### src/rtl/aq_fcnvt_ftoi_ctrl_pkg.sv
// aq_fcnvt_ftoi_ctrl_pkg: shared vfalu constants for double-to-integer conversion
//   rounding-mode encodings, fflags bit indices, double bias, saturation magnitudes
package aq_fcnvt_ftoi_ctrl_pkg;
  typedef enum logic [2:0] {
    RM_RNE = 3'd0,
    RM_RTZ = 3'd1,
    RM_RDN = 3'd2,
    RM_RUP = 3'd3,
    RM_RMM = 3'd4
  } rm_e;
  localparam int FF_NV = 4;
  localparam int FF_DZ = 3;
  localparam int FF_OF = 2;
  localparam int FF_UF = 1;
  localparam int FF_NX = 0;
  localparam logic [11:0] DBL_BIAS = 12'd1023;
  localparam logic [64:0] SMAX_W = 65'h0_0000_0000_7FFF_FFFF;
  localparam logic [64:0] SMAX_L = 65'h0_7FFF_FFFF_FFFF_FFFF;
  localparam logic [64:0] UMAX_W = 65'h0_0000_0000_FFFF_FFFF;
  localparam logic [64:0] UMAX_L = 65'h0_FFFF_FFFF_FFFF_FFFF;
  function automatic logic [63:0] sext_w(input logic [63:0] v);
    return {{32{v[31]}}, v[31:0]};
  endfunction
endpackage

### src/rtl/aq_fcnvt_ftoi_d.sv
// aq_fcnvt_ftoi_d: shared significand shifter splitting a double into integer and fraction
//   shift: unbiased exponent e[6:0] (valid for -1..63), sig: {hidden, frac}
//   ipart: integer part, frac: fraction bits, frac[53] is the half-ulp (round) bit
module aq_fcnvt_ftoi_d (
  input  logic [6:0]  shift,
  input  logic [52:0] sig,
  output logic [63:0] ipart,
  output logic [53:0] frac
);
  logic [6:0]   s;
  logic [117:0] v;
  // e+1 wraps e=-1 to zero; the extra low zero places the binary point at bit 54
  assign s     = shift + 7'd1;
  assign v     = {64'b0, sig, 1'b0} << s;
  assign ipart = v[117:54];
  assign frac  = v[53:0];
endmodule

### src/rtl/aq_fcnvt_ftoi_rnd.sv
// aq_fcnvt_ftoi_rnd: rounding, range check, negation and fflags for float-to-integer
//   sign/rm/uns/word: operand sign and conversion type, nan/big: NaN and out-of-shifter-range
//   ipart/r/s: truncated magnitude, round and sticky bits
//   data: integer result (word sign-extended), fflags: {NV,DZ,OF,UF,NX}
module aq_fcnvt_ftoi_rnd
  import aq_fcnvt_ftoi_ctrl_pkg::*;
(
  input  logic        sign,
  input  logic [2:0]  rm,
  input  logic        uns,
  input  logic        word,
  input  logic        nan,
  input  logic        big,
  input  logic [63:0] ipart,
  input  logic        r,
  input  logic        s,
  output logic [63:0] data,
  output logic [4:0]  fflags
);
  logic        inc, nv;
  logic [64:0] mag, lim;
  logic [63:0] val;
  always_comb begin
    inc = rm == RM_RNE ? r & (s | ipart[0]) :
          rm == RM_RDN ? sign & (r | s) :
          rm == RM_RUP ? !sign & (r | s) :
          rm == RM_RMM ? r : 1'b0;
    mag = {1'b0, ipart} + 65'(inc);
    lim = uns ? (word ? UMAX_W : UMAX_L) : (word ? SMAX_W : SMAX_L);
    // negative signed results may reach one past the positive limit
    nv  = nan | big | (sign ? (uns ? mag != '0 : mag > lim + 65'd1) : mag > lim);
    val = !nv ? (sign ? -mag[63:0] : mag[63:0]) :
          (nan | !sign) ? lim[63:0] :
          uns ? 64'd0 : ~lim[63:0];
    data = word ? sext_w(val) : val;
    fflags = '0;
    fflags[FF_NV] = nv;
    fflags[FF_NX] = !nv & (r | s);
  end
endmodule

### src/rtl/aq_fcnvt_ftoi_ctrl.sv
// aq_fcnvt_ftoi_ctrl: two-requester round-robin sequencer for double-to-integer conversion
//   cpuclk/cpurst_b: clock and async active-low reset, ctrl_flush: kill all in-flight entries
//   req_*: per-requester operand, rounding mode, type and tag with valid/ready
//   res_*: integer result, fflags, requester id and tag with valid/ready
module aq_fcnvt_ftoi_ctrl
  import aq_fcnvt_ftoi_ctrl_pkg::*;
#(
  parameter int TAG_W = 5
) (
  input  logic               cpuclk,
  input  logic               cpurst_b,
  input  logic               ctrl_flush,
  input  logic [1:0]         req_vld,
  output logic [1:0]         req_rdy,
  input  logic [127:0]       req_src,
  input  logic [5:0]         req_rm,
  input  logic [1:0]         req_unsigned,
  input  logic [1:0]         req_word,
  input  logic [2*TAG_W-1:0] req_tag,
  output logic               res_vld,
  input  logic               res_rdy,
  output logic               res_id,
  output logic [TAG_W-1:0]   res_tag,
  output logic [63:0]        res_data,
  output logic [4:0]         res_fflags
);
  logic             s1_vld, s2_vld, rr_ptr, s1_adv, s1_free, gnt, acc;
  logic [63:0]      s1_src;
  logic [2:0]       s1_rm;
  logic             s1_uns, s1_word, s1_id;
  logic [TAG_W-1:0] s1_tag;
  logic [10:0]      expo;
  logic [11:0]      e;
  logic [52:0]      sig;
  logic             in_rng, big, nan;
  logic [63:0]      sh_int, rnd_data;
  logic [53:0]      sh_frac;
  logic [4:0]       rnd_ff;
  assign s1_adv  = !s2_vld | res_rdy;
  assign s1_free = !s1_vld | s1_adv;
  always_comb begin
    req_rdy[0] = s1_free & !ctrl_flush & ((req_vld[0] & !req_vld[1]) | !rr_ptr);
    req_rdy[1] = s1_free & !ctrl_flush & ((req_vld[1] & !req_vld[0]) | rr_ptr);
  end
  assign gnt = req_vld[1] & req_rdy[1];
  assign acc = |(req_vld & req_rdy);
  always_ff @(posedge cpuclk or negedge cpurst_b)
    if (!cpurst_b) begin
      s1_vld  <= 1'b0;
      rr_ptr  <= 1'b0;
      s1_src  <= '0;
      s1_rm   <= '0;
      s1_uns  <= 1'b0;
      s1_word <= 1'b0;
      s1_id   <= 1'b0;
      s1_tag  <= '0;
    end else if (!ctrl_flush) begin
      if (s1_free) s1_vld <= acc;
      if (acc) begin
        rr_ptr  <= !gnt;
        s1_src  <= gnt ? req_src[127:64] : req_src[63:0];
        s1_rm   <= gnt ? req_rm[5:3] : req_rm[2:0];
        s1_uns  <= req_unsigned[gnt];
        s1_word <= req_word[gnt];
        s1_id   <= gnt;
        s1_tag  <= gnt ? req_tag[2*TAG_W-1:TAG_W] : req_tag[TAG_W-1:0];
      end
    end else s1_vld <= 1'b0;
  assign expo   = s1_src[62:52];
  assign e      = {1'b0, expo} - DBL_BIAS;
  assign sig    = {expo != '0, s1_src[51:0]};
  assign nan    = &expo & |s1_src[51:0];
  assign big    = $signed(e) > 12'sd63;
  assign in_rng = !big & ($signed(e) >= -12'sd1);
  aq_fcnvt_ftoi_d u_shf (
    .shift (e[6:0]),
    .sig   (sig),
    .ipart (sh_int),
    .frac  (sh_frac)
  );
  // below e=-1 the shifter output is meaningless; only stickiness survives
  aq_fcnvt_ftoi_rnd u_rnd (
    .sign   (s1_src[63]),
    .rm     (s1_rm),
    .uns    (s1_uns),
    .word   (s1_word),
    .nan    (nan),
    .big    (big),
    .ipart  (in_rng ? sh_int : 64'd0),
    .r      (in_rng & sh_frac[53]),
    .s      (in_rng ? |sh_frac[52:0] : |sig),
    .data   (rnd_data),
    .fflags (rnd_ff)
  );
  always_ff @(posedge cpuclk or negedge cpurst_b)
    if (!cpurst_b) begin
      s2_vld     <= 1'b0;
      res_data   <= '0;
      res_fflags <= '0;
      res_id     <= 1'b0;
      res_tag    <= '0;
    end else if (ctrl_flush) s2_vld <= 1'b0;
    else if (s1_adv) begin
      s2_vld <= s1_vld;
      if (s1_vld) begin
        res_data   <= rnd_data;
        res_fflags <= rnd_ff;
        res_id     <= s1_id;
        res_tag    <= s1_tag;
      end
    end
  assign res_vld = s2_vld;
endmodule

### config.mk
export PLATFORM = sky130hd
export DESIGN_NAME = aq_fcnvt_ftoi_ctrl
export DESIGN_NICKNAME = d
export VERILOG_FILES = /design/src/rtl/aq_fcnvt_ftoi_ctrl_pkg.sv /design/src/rtl/aq_fcnvt_ftoi_d.sv /design/src/rtl/aq_fcnvt_ftoi_rnd.sv /design/src/rtl/aq_fcnvt_ftoi_ctrl.sv
export SDC_FILE = /design/constraint.sdc
export NUM_CORES = 1
export LEC_CHECK = 0
export ABC_AREA = 0
export BUFFER_PORTS_ARGS = -buffer_cell sky130_fd_sc_hd__buf_2
export CAP_MARGIN = 20
export CORE_MARGIN = 1.5
export CORE_UTILIZATION = 30
export CTS_BUF_LIST = sky130_fd_sc_hd__clkbuf_8
export CTS_CLUSTER_DIAMETER = 60
export DETAILED_ROUTE_END_ITERATION = 10
export GPL_TIMING_DRIVEN = 0
export HOLD_SLACK_MARGIN = 0.05
export PLACE_DENSITY = 0.43
export SLEW_MARGIN = 10
export SYNTH_ARGS = -nofsm -noshare
export SYNTH_HDL_FRONTEND = slang
export SYNTH_SLANG_ARGS = --single-unit
### constraint.sdc
create_clock -name cpuclk -period 15 [get_ports cpuclk]
set_input_delay 0.75 -clock cpuclk [delete_from_list [all_inputs] [get_ports cpuclk]]
set_output_delay 0.75 -clock cpuclk [all_outputs]
set_load 0.01 [all_outputs]
# [Yosys cells after proc, flatten, opt, wreduce, memory -nomap -nowiden]
# Cells that the tools add are included.
[classes] mux=27 div=0 n_eq_ne=3 order_cmp=5 bitwise=25 reduce_logical=22 shifts=1 addsub=5 n_mul=0
[op_table] op="two-way mux 64 bit" n=8
[op_table] op="greater-than comparator 65 bit" n=2
[op_table] op="left shift 54 x 7 -> 118 bit" n=1
[op_table] op="OR reduction 53 bit" n=2
[op_table] op="adder 64 x 1 -> 65 bit" n=1
[op_table] op="adder 65 x 1 -> 65 bit (second input constant)" n=1
[op_table] op="two-way mux 65 bit" n=1
[op_table] op="nonzero test 65 bit" n=1
[op_table] op="negator 64 bit" n=1
[op_table] op="inverter 64 bit" n=1
[op_table] op="two-way mux 63 bit" n=1
[op_table] op="OR reduction 52 bit" n=1
[op_table] op="two-way mux 1 bit" n=15
[op_table] op="AND 1 bit" n=13
[op_table] op="greater-or-equal comparator 12 x 1 -> 1 bit (second input constant)" n=1
[op_table] op="greater-than comparator 12 x 7 -> 1 bit (second input constant)" n=1
[op_table] op="subtractor 11 x 10 -> 12 bit (second input constant)" n=1
[op_table] op="AND reduction 11 bit" n=1
[op_table] op="nonzero test 11 bit" n=1
[op_table] op="zero test 1 bit" n=10
[op_table] op="bitwise OR 1 bit" n=9
[op_table] op="adder 7 x 1 -> 7 bit (second input constant)" n=1
[op_table] op="== test 3 x 2 -> 1 bit (second input constant)" n=2
[op_table] op="two-way mux 5 bit" n=1
[op_table] op="other kinds (10)" n=11
[word_totals] n_memories=0 ram_bits=0 word_cells=101 latch_bits=0 rom_bits=0 register_bits=150 inputBits=154 out_inout_bits=78

# [Depth between registers and ports, before layout]
# Gate-level depths: netlist of the first run.
[logic_depth] ltp_word=17 depth_mapped=58

# [Cells and area by module]
# From an unflattened synthesis of the first run, not the netlist that was laid out.
[unflattened] hier_cells=2291 hier_area_um2=18602.8
[by_module_without_submodules] mod="aq_fcnvt_ftoi_ctrl" cells_per_inst=662 n_inst=1 seq_area_each_um2=3828.7 area_per_inst_um2=7080.5
[by_module_without_submodules] mod="aq_fcnvt_ftoi_rnd" cells_per_inst=973 n_inst=1 seq_area_each_um2=0.0 area_per_inst_um2=6369.9
[by_module_without_submodules] mod="aq_fcnvt_ftoi_d" cells_per_inst=656 n_inst=1 seq_area_each_um2=0.0 area_per_inst_um2=5152.4

# [Least setup slack after synthesis of the first run]
# Ideal clock, no wire load.
[synth_path] path_kind="register -> register" startpoint="reg s1_src[52]" endpoint="reg res_data[48]" path_slack_ns=4.581 arrival_ns=10.285 path_buffers=12 synth_period_minus_slack_ns=10.419 stages_incl_launch_ff=54 t_required_ns=14.867 cell_sequence="dfrtp_1 buf_6 buf_8 buf_8 buf_8 buf_6 inv_2 ha_1 nor2b_1 buf_2 and4_1 buf_4 xnor2_1 buf_2 clkbuf_1 clkbuf_1 buf_2 o21ai_0 [... 18 more ...] ha_1 a21o_1 a21o_1 a21oi_1 nor2_1 a211oi_1 nor2_1 a211oi_1 o21ai_0 nor2_1 o311ai_0 a211o_1 a31o_2 a211oi_2 o21a_4 mux2i_4 buf_4 o211ai_1"
[synth_via] elab_chain_cells=17 word_cells_on_any_way=38
[synth_lines] item="start, declared" line_no="aq_fcnvt_ftoi_ctrl.sv:28" source="logic [63:0] s1_src;"
[synth_lines] item="start signal, assigned" line_no="aq_fcnvt_ftoi_ctrl.sv:61" source="s1_src <= gnt ? req_src[127:64] : req_src[63:0];"
[synth_lines] item="subtractor 11 x 10 -> 12 bit" line_no="aq_fcnvt_ftoi_ctrl.sv:70" source="assign e = {1'b0, expo} - DBL_BIAS;"
[synth_lines] item="adder 7 x 1 -> 7 bit / greater-than comparator 12 x 7 -> 1 bit (equally long branches)" line_no="aq_fcnvt_ftoi_d.sv:13, aq_fcnvt_ftoi_ctrl.sv:73"
[synth_lines] item="left shift 54 x 7 -> 118 bit / zero test 1 bit (equally long branches)" line_no="aq_fcnvt_ftoi_d.sv:14, aq_fcnvt_ftoi_ctrl.sv:74"
[synth_lines] item="OR reduction 53 bit / AND 1 bit (equally long branches)" line_no="aq_fcnvt_ftoi_ctrl.sv:91, aq_fcnvt_ftoi_ctrl.sv:74"
[synth_lines] item="two-way mux 1 bit / AND 1 bit (equally long branches)" line_no="aq_fcnvt_ftoi_ctrl.sv:91, aq_fcnvt_ftoi_ctrl.sv:90"
[synth_lines] item="bitwise OR 1 bit" line_no="aq_fcnvt_ftoi_rnd.sv:25, aq_fcnvt_ftoi_rnd.sv:26"
[synth_lines] item="AND 1 bit" line_no="aq_fcnvt_ftoi_rnd.sv:26" source="rm == RM_RUP ? !sign & (r | s) :"
[synth_lines] item="two-way mux 1 bit" line_no="aq_fcnvt_ftoi_rnd.sv:26"
[synth_lines] item="two-way mux 1 bit" line_no="aq_fcnvt_ftoi_rnd.sv:25" source="rm == RM_RDN ? sign & (r | s) :"
[synth_lines] item="two-way mux 1 bit" line_no="aq_fcnvt_ftoi_rnd.sv:24" source="inc = rm == RM_RNE ? r & (s | ipart[0]) :"
[synth_lines] item="adder 64 x 1 -> 65 bit" line_no="aq_fcnvt_ftoi_rnd.sv:28" source="mag = {1'b0, ipart} + 65'(inc);"
[synth_lines] item="greater-than comparator 65 bit / nonzero test 65 bit (equally long branches)" line_no="aq_fcnvt_ftoi_rnd.sv:31" source="nv = nan | big | (sign ? (uns ? mag != '0 : mag > lim + 65'd1) : mag > lim);"
[synth_lines] item="two-way mux 1 bit (2 in series)" line_no="aq_fcnvt_ftoi_rnd.sv:31"
[synth_lines] item="bitwise OR 1 bit" line_no="aq_fcnvt_ftoi_rnd.sv:31"
[synth_lines] item="two-way mux 64 bit *" line_no="aq_fcnvt_ftoi_rnd.sv:32" source="val = !nv ? (sign ? -mag[63:0] : mag[63:0]) :"
[synth_lines] item="two-way mux 64 bit *" line_no="aq_fcnvt_ftoi_rnd.sv:35" source="data = word ? sext_w(val) : val;"
[synth_lines] item="end signal, assigned" line_no="aq_fcnvt_ftoi_ctrl.sv:106" source="res_data <= rnd_data;"
[synth_lines] item="end, declared" line_no="aq_fcnvt_ftoi_ctrl.sv:24" source="output logic [63:0] res_data,"
# Mark *: on every way between the ends. The rest lies on a longest branch, timed or not.
# A chain may end at the register's enable or synchronous reset.

# [Worst setup path in the final report of the first run]
[layout_path] startpoint="reg s1_src[52]" endpoint="reg res_data[60]"
# Same word-level chain as after synthesis.

==> run metrics, run 1 <==
slew at the pin closest to its max-slew limit=1.34 ns; Cells after Synth=around 2300; syn_area_per_cell=8.22 um2; routability congestion estimate=0.998; register area=3750 um2; CP max-delay cell=mux2i_1; CTS Hold Bufs=0; Worst setup startpoint=s1_src[52]; Starting DRT DRC Count=1996; row cnt=roughly 90; TritonCTS Buffers=17; Routed Antenna Nets=0; first drt pass iteration count=9; Synth Area in Simple Gates=25.3%; starting utilization of the core area=30.4%; area grow syn2layout=15.4%; Yosys top cell by area=dfrtp_1; multi-input logic area=14400 um2; Hold Path Class=in -> async; arrival time at the worst endpoint=14.89 ns; Slew Viols, Final=0; final hold violation count=0; largest family of logic cells by synthesized area=simple AND/OR/NAND/NOR gates; Compound-Gate Fraction of Synth Area=24.6%; CTS root buffer=clkbuf_8; largest net degree at the start of global routing=between 80 and 90; hold slack=0.0348 ns; DIE WIDTH=about 260 um; Startpoint Class=flop; number of global-route vias before repair=approximately 21000; Setup TNS=0 ns; Critical Path RT=15.48 ns; count of cell types in the netlist=122; top fanout value on the critical path=19; CTS tree=done; nets@finish=2847; DR WL/cell=31.3 um; count leader, synth=nand2_1; ranking of synthesized cells by area=dfrtp_1 20%, mux4_2 10%, nand2_1 7.1%, ha_1 4.8%, xnor2_1 3.3%; asr flop ratio synth=100%; initial antenna violation count=0; Rel. slew slack=9.89%; RSZ-0062 raised after global routing=false; Tcrit/Tclk final=a little over nine tenths; GRT Residual Overflow=0; port bufs=228; synth cell count leaders=364 x nand2_1, 152 x nor2_1, 150 x dfrtp_1, 97 x a21oi_1, 88 x clkbuf_1; Leak=around 0.0093 uW; DRC Markers=0; cell area after synthesis=19200 um2; max cap viols=0; detailed-placement wirelength estimate=a little under 90000 um; die area=65400 um2; Clock Skew=~0.023 ns; max frequency=69.4 MHz; Global Route Usage Sum=approximately 33%; H-Tree Depth=4; final wirelength=109000 um; CP Capture Type=flop; clock sink count=150; Final min period=~14 ns; via count=21300; r2r startpoint=s1_src[52]; outcome=finished, final reports clean; clk slew on worst S/H paths=between 0.1 and 0.15 ns; drt via density=roughly 6.1; maximum VDD drop=0.0891 mV; Fillers=6846; Clock Latency Late Sink=0.62 ns; core area=63100 um2; mux cell area share after synthesis=~14%; post-synthesis sequential area ratio=19.6%; CTS Buffer Depth=2; layout cells sized above 1=21.1%; EDFF count, synth=0; Synth Area in Adders=4.82%; first-pass GRT wire length=155000 um; Synth Flop Type=dfrtp_1; #FFs+latches synth=150; Setup Crit Path Kind=reg -> reg; power per cell area=about 180 nW/um2; Crit path top cell by count=nor2_1; io pins=232; DIE HEIGHT=256 um; slowest stage delay, CP=0.86 ns; Tot Pwr=3880 uW; post-synthesis xor/xnor area fraction=6.06%; Synth Warn #=0; # setup viols final=0; share of the synthesized area in the top cell type=19.6%
==> final cells by class <==
type,instances,area share [%]
Antenna cell,1,0.0113
Buffer,178,4.40
Clock buffer,17,1.06
Clock inverter,15,0.917
Inverter,41,0.696
Multi-Input combinational cell,1990,65.4
Sequential cell,150,17.0
Tap cell,846,4.79
Timing Repair Buffer,242,5.77
==> registers in the layout, summed over array words and instances (netlist names) <==
name / count
s1_src: 64
s1_rm: 3
res_fflags: 2
s1_id: 1
res_vld: 1
s1_uns: 1
rr_ptr: 1
res_id: 1
s1_tag: 5
s1_word: 1
res_data: 64
s1_vld: 1
res_tag: 5
==> cells in the final DEF (no fill, tap or decap), types with 11 or more instances in the layout <==
master    count
nand2_1     364
buf_2       262
nor2_1      152
dfrtp_1     149
a21oi_1      97
mux4_2       87
clkbuf_1     85
a22oi_1      82
o21ai_0      81
nand3_1      77
xnor2_1      73
ha_1         73
nor3_1       65
nor4_1       59
mux2i_1      49
nand4_1      45
a31oi_1      42
o211ai_1     42
xor2_1       42
inv_1        40
o31ai_1      35
buf_4        34
conb_1       34
a21o_1       32
o22ai_1      23
and2_1       22
nand2b_1     22
or2_2        21
and3_1       20
a211oi_1     18
nor2b_1      17
clkbuf_8     17
o211ai_2     16
or3_1        15
and4_1       15
buf_1        14
buf_6        14
or4_1        12
o41ai_1      12
o21ai_1      11
==> metal layers <==
metal	vias to the layer above	global-route usage (%)	wire, um
met4	0	20.6	7360
met2	929	55.6	52400
met5	-	0	0
li1	9487	-	-
met3	288	5.06	5650
met1	10600	38.7	43400
==> power breakdown <==
| part | leakage [uW] | internal (uW) | switching [uW] |
|---|---|---|---|
| Combinational | 0.00730 | 916 | 1960 |
| Clock | 0.000218 | 145 | 229 |
| Sequential | 0.00182 | 517 | 116 |
| Total | 0.00934 | 1580 | 2300 |
==> worst max-delay path: cells and delay by family, from the launching register on <==
kind	cells	cell delay, ns
fa+ha+maj	4	1.07
compound gates	16	4.52
mux	2	1.34
flops	1	0.51
simple gates	18	4.07
buf+inv	10	2.45
xor+xnor	1	0.21
==> stage by stage <==
step | util [%] | instances | worst slack (ns) | area [um2]
after global placement | 34.0 | 3437 | -0.230 | 21500
after detailed placement | 34.3 | 3450 | -0.0240 | 21700
after global routing | 35.0 | 3479 | 0.0478 | 22100
final | 35.0 | 3480 | 0.595 | 22100
after floorplan | - | 2363 | 4.58 | 19300
after CTS | 35.0 | 3481 | 0.254 | 22100
==> logic make-up (layout without fill, tap and decap cells) <==
family	after synthesis	in the layout
simple gates	967	967
fa+ha+maj	74	74
compound gates	647	647
other cells	2	35
buf+inv	223	493
flops	150	150
mux	147	147
xor+xnor	121	121
==> worst paths after layout <==
path                                  to  slack, ns  cells past startpoint
max                         res_data[60]       0.59                     51
max reg2reg                 res_data[60]       0.59                     51
min                         res_data[43]       0.03                      1
min in group cpuclk            s1_src[6]       0.31                      3
min reg2reg                res_fflags[4]       0.48                      2
max in group asynchronous        s1_word      14.08                      2
==> timing repair <==
| item | 4_1_cts | 5_1_grt |
|---|---|---|
| setup buffers | 0 | 0 |
| gates resized for setup | 0 | 3 |
| pin swaps | 0 | 0 |
| endpoints found under the setup margin | 10 | 53 |
No activity file was read; power rests on OpenSTA's default activity.
==> run 2: changes to the inputs <==
--- a/config.mk
+++ b/config.mk
@@ -9,13 +9,14 @@
 export BUFFER_PORTS_ARGS = -buffer_cell sky130_fd_sc_hd__buf_2
 export CAP_MARGIN = 20
 export CORE_MARGIN = 1.5
-export CORE_UTILIZATION = 30
+export CORE_UTILIZATION = 40
 export CTS_BUF_LIST = sky130_fd_sc_hd__clkbuf_8
 export CTS_CLUSTER_DIAMETER = 60
+export CTS_CLUSTER_SIZE = 8
 export DETAILED_ROUTE_END_ITERATION = 10
 export GPL_TIMING_DRIVEN = 0
 export HOLD_SLACK_MARGIN = 0.05
-export PLACE_DENSITY = 0.43
+export PLACE_DENSITY = 0.54
 export SLEW_MARGIN = 10
 export SYNTH_ARGS = -nofsm -noshare
 export SYNTH_HDL_FRONTEND = slang
==> run 2 against run 1 <==
- combinational power fell by 3%
- maximum frequency up 1.7%
- die area down 25%
- register-to-register slack gained 0.25 ns
- core utilization rose by 11 points
- largest cell class unchanged
- highest routed layer is now met5
- non-clock buffer count increased by 3
- sequential share of layout area grew 0.23 points
- largest power group unchanged
- sequential cell count unchanged
- count of clock-buffer cells in the layout did not move
- via count increased by 1.3%
- worst setup slack gained 0.25 ns
==> run metrics, run 2 (same netlist as run 1, synthesis figures left out) <==
CTS Buffer Depth=2; final wirelength=roughly 96000 um; ANT cells=0; clk slew on worst S/H paths=0.11 ns; port bufs=228; DRC Markers=0; Clock Latency Late Sink=0.59 ns; commonest cells after routing, fill and taps aside=364 x nand2_1, 261 x buf_2, 152 x nor2_1; TritonCTS Buffers=17; Tot Pwr=3750 uW; power per cell area=approximately 170 nW/um2; io pins=232; CTS tree=done; r2r startpoint=s1_src[52]; first drt pass iteration count=6; area grow syn2layout=13.8%; RSZ-0062 raised after global routing=false; Post CTS Setup Buffer Count=0; arrival time at the worst endpoint=14.62 ns; CTS root buffer=clkbuf_8; Starting DRT DRC Count=around 2500; Crit path top cell by count=nor2_1; commonest non-fill, non-tap cell in the layout=nand2_1; nets@finish=2850; hold path depth=3; outcome=finished, final reports clean; Final min period=14.16 ns; largest net degree at the start of global routing=91; layout cells sized above 1=20.9%; routability congestion estimate=1.11; Rel. slew slack=14.1%; Global Route Usage Sum=39.0%; initial antenna violation count=1; CP Capture Type=flop; Clock Skew=0.0276 ns; DR WL/cell=29.6 um; slew at the pin closest to its max-slew limit=1.25 ns; DIE HEIGHT=222 um; via count=between 20000 and 25000; non-filler cells in the finished layout=3251; # placed instances=3217; starting utilization of the core area=40.4%; reg2reg path depth=54; sequential power share=between 15 and 20%; Critical Path RT=15.46 ns; Slew Viols, Final=0; Worst setup startpoint=s1_src[52]; drt via density=6.64; Net Sw Power=2160 uW; clock sink count=150; core area=around 47000 um2; Largest regs=res_data: 64 flops, s1_src: 64 flops; Tcrit/Tclk final=a little over nine tenths; max cap viols=0; switching share of power=57.6%; CP max-delay cell=or4b_1; H-Tree Depth=4; maximum VDD drop=0.0863 mV; Hold Path Origin=req_src[24]; Startpoint Class=flop; number of global-route vias before repair=20900; Setup TNS=0 ns; detailed-placement wirelength estimate=roughly 78000 um; Setup Crit Path Kind=reg -> reg; slowest stage delay, CP=0.66 ns; Core Util, Final=46.0%; Routed Antenna Nets=0; row cnt=80; first-pass GRT wire length=141000 um; # setup viols final=0; Logic pwr share=approximately 74%; max frequency=70.6 MHz; Pint=roughly 1600 uW; die area=approximately 49000 um2; top fanout value on the critical path=10; Leak=0.00933 uW; GRT Residual Overflow=0; Hold Path Class=in -> reg; DIE WIDTH=222 um; final hold violation count=0; Clk pwr share=9.6%
==> run 2: cell count changes in the layout (fill, tap and decap cells not counted), sizes merged <==
cell	previous run	this run
clkdlybuf4s18	0	1
inv	48	49
dlygate4sd3	0	1
clkbuf	105	106
clkinvlp	0	1
clkdlybuf4s15	0	1
bufinv	1	2
clkinv	7	4
buf	332	331
diode	1	0
==> run 2: final cells by class <==
class                   count  area (um2)
fillers                  4871       25600
well taps                 615         769
plain buffers             181         985
multi-input cells        1990       14400
repair buffers            242        1300
inverters                  41         154
clock buffers              17         234
flip-flops and latches    150        3750
clock inverters            15         174
==> run 2: final timing paths <==
| path | end | slack, ns |
|---|---|---|
| min reg2reg | res_tag[0] | 0.48 |
| max reg2reg | res_data[48] | 0.84 |
| min | s1_src[24] | 0.34 |
| max in group asynchronous | s1_src[52] | 13.48 |
| max | res_data[48] | 0.84 |
| min in group asynchronous | res_data[37] | 0.64 |
==> run 2: critical path, delay by kind of cell, from the launching register on <==
kind	cells	cell delay [ns]
muxes	1	0.50
xor gates and xnor gates	2	0.35
AOI/OAI and AO/OA	14	3.45
DFF	1	0.50
buffers and inverters	15	4.13
adders and majority gates	4	1.06
and+or+nand+nor	18	3.97
==> run 2: power by group through the flow <==
stage,clock network [uW],registers [uW],logic (uW)
3_3_place_gp,0,631,2620
6_report,359,628,2770
4_1_cts,366,626,2650
2_1_floorplan,0,641,1610
5_1_grt,379,642,2870
3_5_place_dp,0,633,2640
==> run 2: metrics by stage <==
stage | setup slack (ns) | hold slack [ns] | cell area [um2]
6_report | 0.842 | 0.344 | 21800
5_1_grt | 0.0249 | 0.344 | 21800
3_3_place_gp | 0.143 | 0.449 | 21200
2_1_floorplan | 4.58 | 0.439 | 19300
4_1_cts | 0.324 | 0.310 | 21800
3_5_place_dp | 0.363 | 0.455 | 21400
==> run 2: metal layers <==
metal | part of all wire, % | global-route usage (%) | vias to the layer above
li1 | - | - | 9510
met5 | 0.014 | 0.293 | -
met4 | 8.7 | 30.1 | 2
met1 | 38 | 45.9 | 10500
met2 | 45 | 61.7 | 1203
met3 | 8.0 | 9.05 | 375
==> run 2: what timing repair did <==
item | in CTS | in global routing
gates resized for setup | 0 | 3
hold buffers | 1 | 0
endpoints found under the hold margin | 4 | 0
endpoints found under the setup margin | 0 | 66
